--- src/rtl/matmul_mem_seq_pkg.sv ---
// matmul_mem_seq_pkg: shared state codes, byte-lane constants and default timeout
package matmul_mem_seq_pkg;
    localparam logic [2:0] S_IDLE      = 3'd0;
    localparam logic [2:0] S_READ      = 3'd1;
    localparam logic [2:0] S_LAUNCH    = 3'd2;
    localparam logic [2:0] S_WAIT_CLR  = 3'd3;
    localparam logic [2:0] S_WAIT_DONE = 3'd4;
    localparam logic [2:0] S_WRITE     = 3'd5;
    localparam logic [2:0] S_FIN       = 3'd6;
    localparam int BYTE_W = 8;
    localparam int LANES = 4;
    localparam logic [3:0] RD_BYTES = 4'd8;
    localparam logic [3:0] LAST_LANE = 4'd3;
    localparam int DEF_TIMEOUT = 64;
    typedef logic [1:0] lane_t;
endpackage

--- src/rtl/matmul_mem_seq_if.sv ---
// matmul_mem_seq_if: data-memory port and matrix-unit port owned by the sequencer
interface matmul_mem_seq_if
    import matmul_mem_seq_pkg::*;
#(
    parameter int ADDR_W = 8
);
    logic [ADDR_W-1:0] mem_addr;
    logic mem_rd_en;
    logic [BYTE_W-1:0] mem_rdata;
    logic mem_wr_en;
    logic [BYTE_W-1:0] mem_wdata;
    logic mm_start;
    logic [LANES*BYTE_W-1:0] mm_a;
    logic [LANES*BYTE_W-1:0] mm_b;
    logic [LANES*BYTE_W-1:0] mm_c;
    logic mm_done;
    modport master (
        output mem_addr, mem_rd_en, mem_wr_en, mem_wdata, mm_start, mm_a, mm_b,
        input mem_rdata, mm_c, mm_done
    );
    modport slave (
        input mem_addr, mem_rd_en, mem_wr_en, mem_wdata, mm_start, mm_a, mm_b,
        output mem_rdata, mm_c, mm_done
    );
endinterface

--- src/rtl/matmul_byte_packer.sv ---
// matmul_byte_packer: 32-bit register written per byte lane or as a whole word, read back per lane
module matmul_byte_packer
    import matmul_mem_seq_pkg::*;
(
    input  logic clk,
    input  logic reset,
    input  logic byte_en,
    input  lane_t lane,
    input  logic [BYTE_W-1:0] byte_in,
    input  logic word_en,
    input  logic [LANES*BYTE_W-1:0] word_in,
    input  lane_t rd_lane,
    output logic [LANES*BYTE_W-1:0] word,
    output logic [BYTE_W-1:0] byte_out
);
    // a whole-word load takes priority over a single-lane update
    always_ff @(posedge clk or posedge reset)
        if (reset) word <= '0;
        else if (word_en) word <= word_in;
        else if (byte_en) word[{lane, 3'b000} +: BYTE_W] <= byte_in;
    assign byte_out = word[{rd_lane, 3'b000} +: BYTE_W];
endmodule

--- src/rtl/matmul_mem_seq.sv ---
// matmul_mem_seq: loads A/B from memory, runs the 2x2 matrix unit, writes C back
module matmul_mem_seq
    import matmul_mem_seq_pkg::*;
#(
    parameter int ADDR_W = 8,
    parameter int TIMEOUT = DEF_TIMEOUT
)(
    input  logic clk,
    input  logic reset,
    input  logic start,
    input  logic [ADDR_W-1:0] src_a_addr,
    input  logic [ADDR_W-1:0] src_b_addr,
    input  logic [ADDR_W-1:0] dst_addr,
    output logic busy,
    output logic done,
    output logic error,
    matmul_mem_seq_if.master bus
);
    localparam int CW = $clog2(TIMEOUT + 1);
    logic [2:0] state;
    logic [3:0] idx;
    logic [CW-1:0] wait_cnt;
    logic [ADDR_W-1:0] a_base, b_base, d_base;
    logic [2:0] cap_k;
    logic rd_issue, rd_cap, wr_st, wait_st, timeout_hit, wait_go;
    logic [BYTE_W-1:0] c_byte, unused_a_byte, unused_b_byte;
    logic [LANES*BYTE_W-1:0] unused_c_word;

    assign cap_k = idx[2:0] - 3'd1;
    assign rd_issue = state == S_READ && idx < RD_BYTES;
    assign rd_cap = state == S_READ && idx != 4'd0;
    assign wr_st = state == S_WRITE;
    assign wait_st = state == S_WAIT_CLR || state == S_WAIT_DONE;
    assign wait_go = state == S_WAIT_CLR ? !bus.mm_done : bus.mm_done;
    assign timeout_hit = wait_st && wait_cnt == CW'(TIMEOUT - 1);

    assign busy = state != S_IDLE && state != S_FIN;
    assign done = state == S_FIN;
    assign bus.mem_rd_en = rd_issue;
    assign bus.mem_wr_en = wr_st;
    assign bus.mem_addr = rd_issue ? (idx[2] ? b_base : a_base) + ADDR_W'(idx[1:0])
                        : wr_st ? d_base + ADDR_W'(idx[1:0]) : '0;
    assign bus.mem_wdata = wr_st ? c_byte : '0;
    assign bus.mm_start = state == S_LAUNCH;

    matmul_byte_packer u_pack_a (
        .clk(clk), .reset(reset),
        .byte_en(rd_cap && !cap_k[2]), .lane(cap_k[1:0]), .byte_in(bus.mem_rdata),
        .word_en(1'b0), .word_in('0), .rd_lane(2'd0),
        .word(bus.mm_a), .byte_out(unused_a_byte)
    );
    matmul_byte_packer u_pack_b (
        .clk(clk), .reset(reset),
        .byte_en(rd_cap && cap_k[2]), .lane(cap_k[1:0]), .byte_in(bus.mem_rdata),
        .word_en(1'b0), .word_in('0), .rd_lane(2'd0),
        .word(bus.mm_b), .byte_out(unused_b_byte)
    );
    matmul_byte_packer u_pack_c (
        .clk(clk), .reset(reset),
        .byte_en(1'b0), .lane(2'd0), .byte_in('0),
        .word_en(state == S_WAIT_DONE && bus.mm_done), .word_in(bus.mm_c), .rd_lane(idx[1:0]),
        .word(unused_c_word), .byte_out(c_byte)
    );

    // sequencer: read 8 bytes plus a drain cycle, launch, two-phase wait with timeout, write 4 bytes
    always_ff @(posedge clk or posedge reset)
        if (reset) begin
            state <= S_IDLE;
            idx <= '0;
            wait_cnt <= '0;
            a_base <= '0;
            b_base <= '0;
            d_base <= '0;
            error <= 1'b0;
        end else begin
            case (state)
                S_IDLE: if (start) begin
                    state <= S_READ;
                    idx <= '0;
                    a_base <= src_a_addr;
                    b_base <= src_b_addr;
                    d_base <= dst_addr;
                    error <= 1'b0;
                end
                S_READ: begin
                    idx <= idx == RD_BYTES ? 4'd0 : idx + 4'd1;
                    state <= idx == RD_BYTES ? S_LAUNCH : S_READ;
                end
                S_LAUNCH: begin
                    wait_cnt <= '0;
                    state <= S_WAIT_CLR;
                end
                S_WAIT_CLR, S_WAIT_DONE: begin
                    wait_cnt <= wait_cnt + CW'(1);
                    if (wait_go) state <= state == S_WAIT_CLR ? S_WAIT_DONE : S_WRITE;
                    else if (timeout_hit) begin
                        state <= S_FIN;
                        error <= 1'b1;
                    end
                end
                S_WRITE: begin
                    idx <= idx == LAST_LANE ? 4'd0 : idx + 4'd1;
                    state <= idx == LAST_LANE ? S_FIN : S_WRITE;
                end
                default: state <= S_IDLE;
            endcase
        end
endmodule

--- src/flat_wrapper.sv ---
// flat-port wrapper written by rule: the top's interface ports become plain ports
module matmul_mem_seq_flat import matmul_mem_seq_pkg::*;
#(
    parameter int ADDR_W = 8,
    parameter int TIMEOUT = DEF_TIMEOUT
)
  (clk, reset, start, src_a_addr, src_b_addr, dst_addr, busy, done, error, bus_mem_addr, bus_mem_rd_en, bus_mem_wr_en, bus_mem_wdata, bus_mm_start, bus_mm_a, bus_mm_b, bus_mem_rdata, bus_mm_c, bus_mm_done);
  matmul_mem_seq_if #(.ADDR_W(ADDR_W)) bus_i ();
  input  logic clk;
  input  logic reset;
  input  logic start;
  input  logic [ADDR_W-1:0] src_a_addr;
  input  logic [ADDR_W-1:0] src_b_addr;
  input  logic [ADDR_W-1:0] dst_addr;
  output logic busy;
  output logic done;
  output logic error;
  output wire logic [$bits(bus_i.mem_addr)-1:0] bus_mem_addr;
  output wire logic [$bits(bus_i.mem_rd_en)-1:0] bus_mem_rd_en;
  output wire logic [$bits(bus_i.mem_wr_en)-1:0] bus_mem_wr_en;
  output wire logic [$bits(bus_i.mem_wdata)-1:0] bus_mem_wdata;
  output wire logic [$bits(bus_i.mm_start)-1:0] bus_mm_start;
  output wire logic [$bits(bus_i.mm_a)-1:0] bus_mm_a;
  output wire logic [$bits(bus_i.mm_b)-1:0] bus_mm_b;
  input wire logic [$bits(bus_i.mem_rdata)-1:0] bus_mem_rdata;
  input wire logic [$bits(bus_i.mm_c)-1:0] bus_mm_c;
  input wire logic [$bits(bus_i.mm_done)-1:0] bus_mm_done;
  assign bus_mem_addr = bus_i.mem_addr;
  assign bus_mem_rd_en = bus_i.mem_rd_en;
  assign bus_mem_wr_en = bus_i.mem_wr_en;
  assign bus_mem_wdata = bus_i.mem_wdata;
  assign bus_mm_start = bus_i.mm_start;
  assign bus_mm_a = bus_i.mm_a;
  assign bus_mm_b = bus_i.mm_b;
  assign bus_i.mem_rdata = bus_mem_rdata;
  assign bus_i.mm_c = bus_mm_c;
  assign bus_i.mm_done = bus_mm_done;
  matmul_mem_seq #(.ADDR_W(ADDR_W), .TIMEOUT(TIMEOUT)) u_core (.clk(clk), .reset(reset), .start(start), .src_a_addr(src_a_addr), .src_b_addr(src_b_addr), .dst_addr(dst_addr), .busy(busy), .done(done), .error(error), .bus(bus_i));
endmodule
--- config.mk ---
export PLATFORM = sky130hd
export DESIGN_NAME = matmul_mem_seq_flat
export DESIGN_NICKNAME = d
export VERILOG_FILES = /design/src/rtl/matmul_mem_seq_pkg.sv /design/src/rtl/matmul_mem_seq_if.sv /design/src/rtl/matmul_byte_packer.sv /design/src/rtl/matmul_mem_seq.sv /design/src/flat_wrapper.sv
export SDC_FILE = /design/constraint.sdc
export NUM_CORES = 1
export LEC_CHECK = 0
export ABC_AREA = 1
export ABC_CLOCK_PERIOD_IN_PS = 15950
export BUFFER_PORTS_ARGS = -buffer_cell sky130_fd_sc_hd__buf_4
export CAP_MARGIN = 20
export CORE_MARGIN = 2
export CORE_UTILIZATION = 60
export CTS_BUF_LIST = sky130_fd_sc_hd__clkbuf_4 sky130_fd_sc_hd__clkbuf_8
export DETAILED_ROUTE_END_ITERATION = 6
export GPL_TIMING_DRIVEN = 0
export PLACE_DENSITY_LB_ADDON = 0.2
export SYNTH_ARGS = -nofsm -noshare
export SYNTH_HDL_FRONTEND = slang
export SYNTH_SLANG_ARGS = --single-unit
--- constraint.sdc ---
create_clock -name clk -period 15.95 [get_ports clk]
set_input_delay 4.785 -clock clk [delete_from_list [all_inputs] [get_ports clk]]
set_output_delay 4.785 -clock clk [all_outputs]
set_load 0.05 [all_outputs]
==> run metrics <==
highest-delay cell along the critical path=dfrtp_1; switching share of total power=about half; Row Count=38; Tcrit/Tclk final=between 40% and 50%; Setup WS pre-CTS=between 8 and 9 ns; Placed Cells=about 1,100; Longest Clk Path Bufs=2; outcome=finished, final reports clean; vias per cell=~5.3; Area after DPL=approximately 8000 um2; setup violators final=0; post-route core utilization=about four fifths; worst hold path type=flip-flop to flip-flop; average size of a mapped cell=between 8 and 9 um2; Power Dens Cells=approximately 230 nW/um2; Detailed Place HPWL=around 12 mm; wire length of the first global-routing pass=about 27 mm; share of cells above drive strength 1=roughly 25%; Die Span Y=around 110 um; total design power=just under 2 mW; largest driver fanout on the critical path=8; Critical path origin=u_core.idx[1]; critical path class=flip-flop to output pin; source-to-sink clock delay at the later pin of the worst-skew pair=between 0.4 and 0.5 ns; worst hold slack across all endpoints=approximately 0.47 ns; maximum vdd drop=approximately 0.15 mV; share of total power in sequential cells=29.7%; Slew headroom=between 60% and 70%; leakage dissipation=between 4 and 5 nW; data required time of the critical path=around 11 ns; total number of H-tree levels=4; internal cell power=approximately 0.99 mW; finished layout cell area=about 8500 um2; post-synthesis cell type count=30; total of max-cap violations=0; max-slew violation total from the final report=0; switching component of the power=between 0.9 and 1 mW; achievable clock frequency=between 0.1 and 0.15 GHz; Die Footprint=11,860 um2; number of buffers created by CTS=17; Cells after Synth=810; Critical Path Start Type=flip-flop; post-layout min period=between 7 and 8 ns; detail-routed net length per standard cell=14.70 um; number of hold-repair buffers added at the cts stage=0; warning count from the yosys run=0; worst path arrival time=around 2.8 ns; count of state elements after synthesis=about 140; Clock Skews=between 0.007 and 0.008 ns; slew at the pin closest to its max-slew limit=roughly 0.48 ns; final setup slack of the worst path=~8.4 ns; cells traversed along the worst timing path=clkbuf_1 -> inv_1 -> fa_1 -> inv_1 -> nand2_1 -> nor2_1 -> nand3_1 -> nand2_1 -> nand2_1 -> nand2_1 -> buf_4; initial drt markers=about 320; antenna violations before repair=0; dominant combinational cell family by area after synthesis=simple AND/OR/NAND/NOR gates; grt total ovfl=0; number of vias in the routed layout=just over 6,000; power share of the clock group=a little under a fifth; final cell count without fillers=around 1,100; most frequent CP cell=nand2_1; chip width=between 100 and 150 um; antenna cell count=0; DRC errors left=0; cell area after synthesis=roughly 6600 um2; total global routing track utilization=about 30%; clock root buffer=clkbuf_8; NumNets Final=1,066; clock edge transition at the registers on the reported setup and hold paths=roughly 0.07 ns; share of the yosys chip area belonging to registers=51.17%; via count of the first global-routing pass=slightly below 6,000; Synth Area in XOR/XNOR=less than 1%; number of buffer cells added on primary ports=approximately 150; Routed Wire Length=between 15 and 20 mm; number of nets produced by synthesis=about 900; worst r2r src=u_core.idx[1]; proportion of synthesized area in mux cells=2.729%; slowest cell delay on critical path=0.52 ns; combinational share of power=a little over half; Total Neg Setup Slack=0 ns; Area Growth Syn to Fin=28.05%; core footprint=roughly 11,000 um2; post-synthesis simple-gate area fraction=about a quarter; starting density of the core=between 60% and 70%; setup repair after global routing missed its margin=no; Final GP Congestion=roughly 0.89; Post-CTS Setup Inserts=0; Fin. Hold Viols=0; largest net degree at the start of global routing=between 80 and 90; Post-Synth Adder-Cell Area=under 10%; Hold Startpoint=u_core.a_base[5]; clock tree from TritonCTS=built; share of the synthesized area in compound gates (AO/OA/AOI/OAI)=12.96%; Top-Level Pins=roughly 150; count of antenna-violating nets left after detailed routing=0; iteration count of the initial detailed-routing pass=5; TritonCTS sink count=approximately 140; post-cts gate resize count=0; category of the worst setup path capture point=output pin
==> critical path: cells and delay by family, from the launching register on <==
kind	cells	cell delay [ns]
DFF	1	0.52
and+or+nand+nor	6	0.48
buffers and inverters	4	0.86
adders and majority gates	1	0.46
==> cell families (layout without fill, tap and decap cells) <==
| group | Yosys count | in the layout |
|---|---|---|
| adders and majority gates | 15 | 15 |
| muxes | 16 | 16 |
| buffers and inverters | 95 | 281 |
| AOI/OAI and AO/OA | 160 | 160 |
| and+or+nand+nor | 388 | 388 |
| DFF | 135 | 135 |
| xor gates and xnor gates | 1 | 1 |
==> final cells by class <==
type	instances	area, um2
clock inverter	11	219.0
fill	794	2338
multi-input combinational	580	2830
tap	140	175.2
clock buffer	21	276.5
buffer	27	138.9
inverter	68	260.3
sequential	135	3378
timing repair buffer	154	1176
==> cells in the final DEF (no fill, tap or decap), drive strengths merged, types with 2 or more instances in the layout <==
cell type  count
inv           69
nand2        279
ha            13
mux2          16
nand3         19
nor2          88
dfrtp        135
fa             2
buf          174
o211ai         9
bufinv         6
o21bai         2
clkinv         3
clkbuf        28
o31ai          2
o21ai        103
nor3           2
a21oi         39
o22ai          3
==> cells in the mapped netlist (all sizes together) <==
cell    count  area, um2
nand2     279       1067
dfrtp     135       3378
o21ai     103      519.3
nor2       88      405.4
inv        68      255.3
a21oi      39      195.2
buf        20      112.6
nand3      19      100.1
mux2       16      180.2
ha         13      162.7
o211ai      9      67.56
clkbuf      7      26.28
o22ai       3      18.77
fa          2      40.04
nor3        2      10.01
o21bai      2      15.01
o31ai       2      15.01
a22o        1      8.760
o32ai       1      16.27
xor2        1      8.760
==> worst paths after layout <==
kind,cells past startpoint,endpoint,slack [ns]
max,11,bus_mem_addr[6],8.39
max in group asynchronous,3,u_core.idx[3],10.84
min,2,u_core.a_base[5],0.47
min reg2reg,2,u_core.a_base[5],0.47
max reg2reg,10,u_core.u_pack_a.word[22],13.53
min in group asynchronous,2,u_core.u_pack_c.word[20],4.35
==> per-layer routing <==
layer | global-route usage (%) | vias to the layer above | wire length, um
li1 | - | 2946 | -
met1 | 39.59 | 2854 | 7060
met2 | 47.87 | 212 | 8188
met3 | 6.934 | 44 | 1052
met4 | 13.28 | 0 | 397
met5 | 0 | - | 0
==> power by group through the flow <==
stage | Sequential (mW) | Clock [mW] | Combinational (mW)
finish | 0.574 | 0.350 | 1.00
global route | 0.589 | 0.368 | 1.09
CTS | 0.572 | 0.352 | 1.00
detailed placement | 0.576 | 0 | 0.996
global placement | 0.572 | 0 | 0.974
floorplan | 0.779 | 0 | 0.503
==> state kept, by name (all words and copies together) (netlist names) <==
signal                cells
u_core.wait_cnt           7
u_core.d_base             8
u_core.u_pack_b.word     32
u_core.u_pack_a.word     32
u_core.a_base             8
u_core.error              1
u_core.state              3
u_core.u_pack_c.word     32
u_core.b_base             8
u_core.idx                4
(Power assumes the default switching activity.)
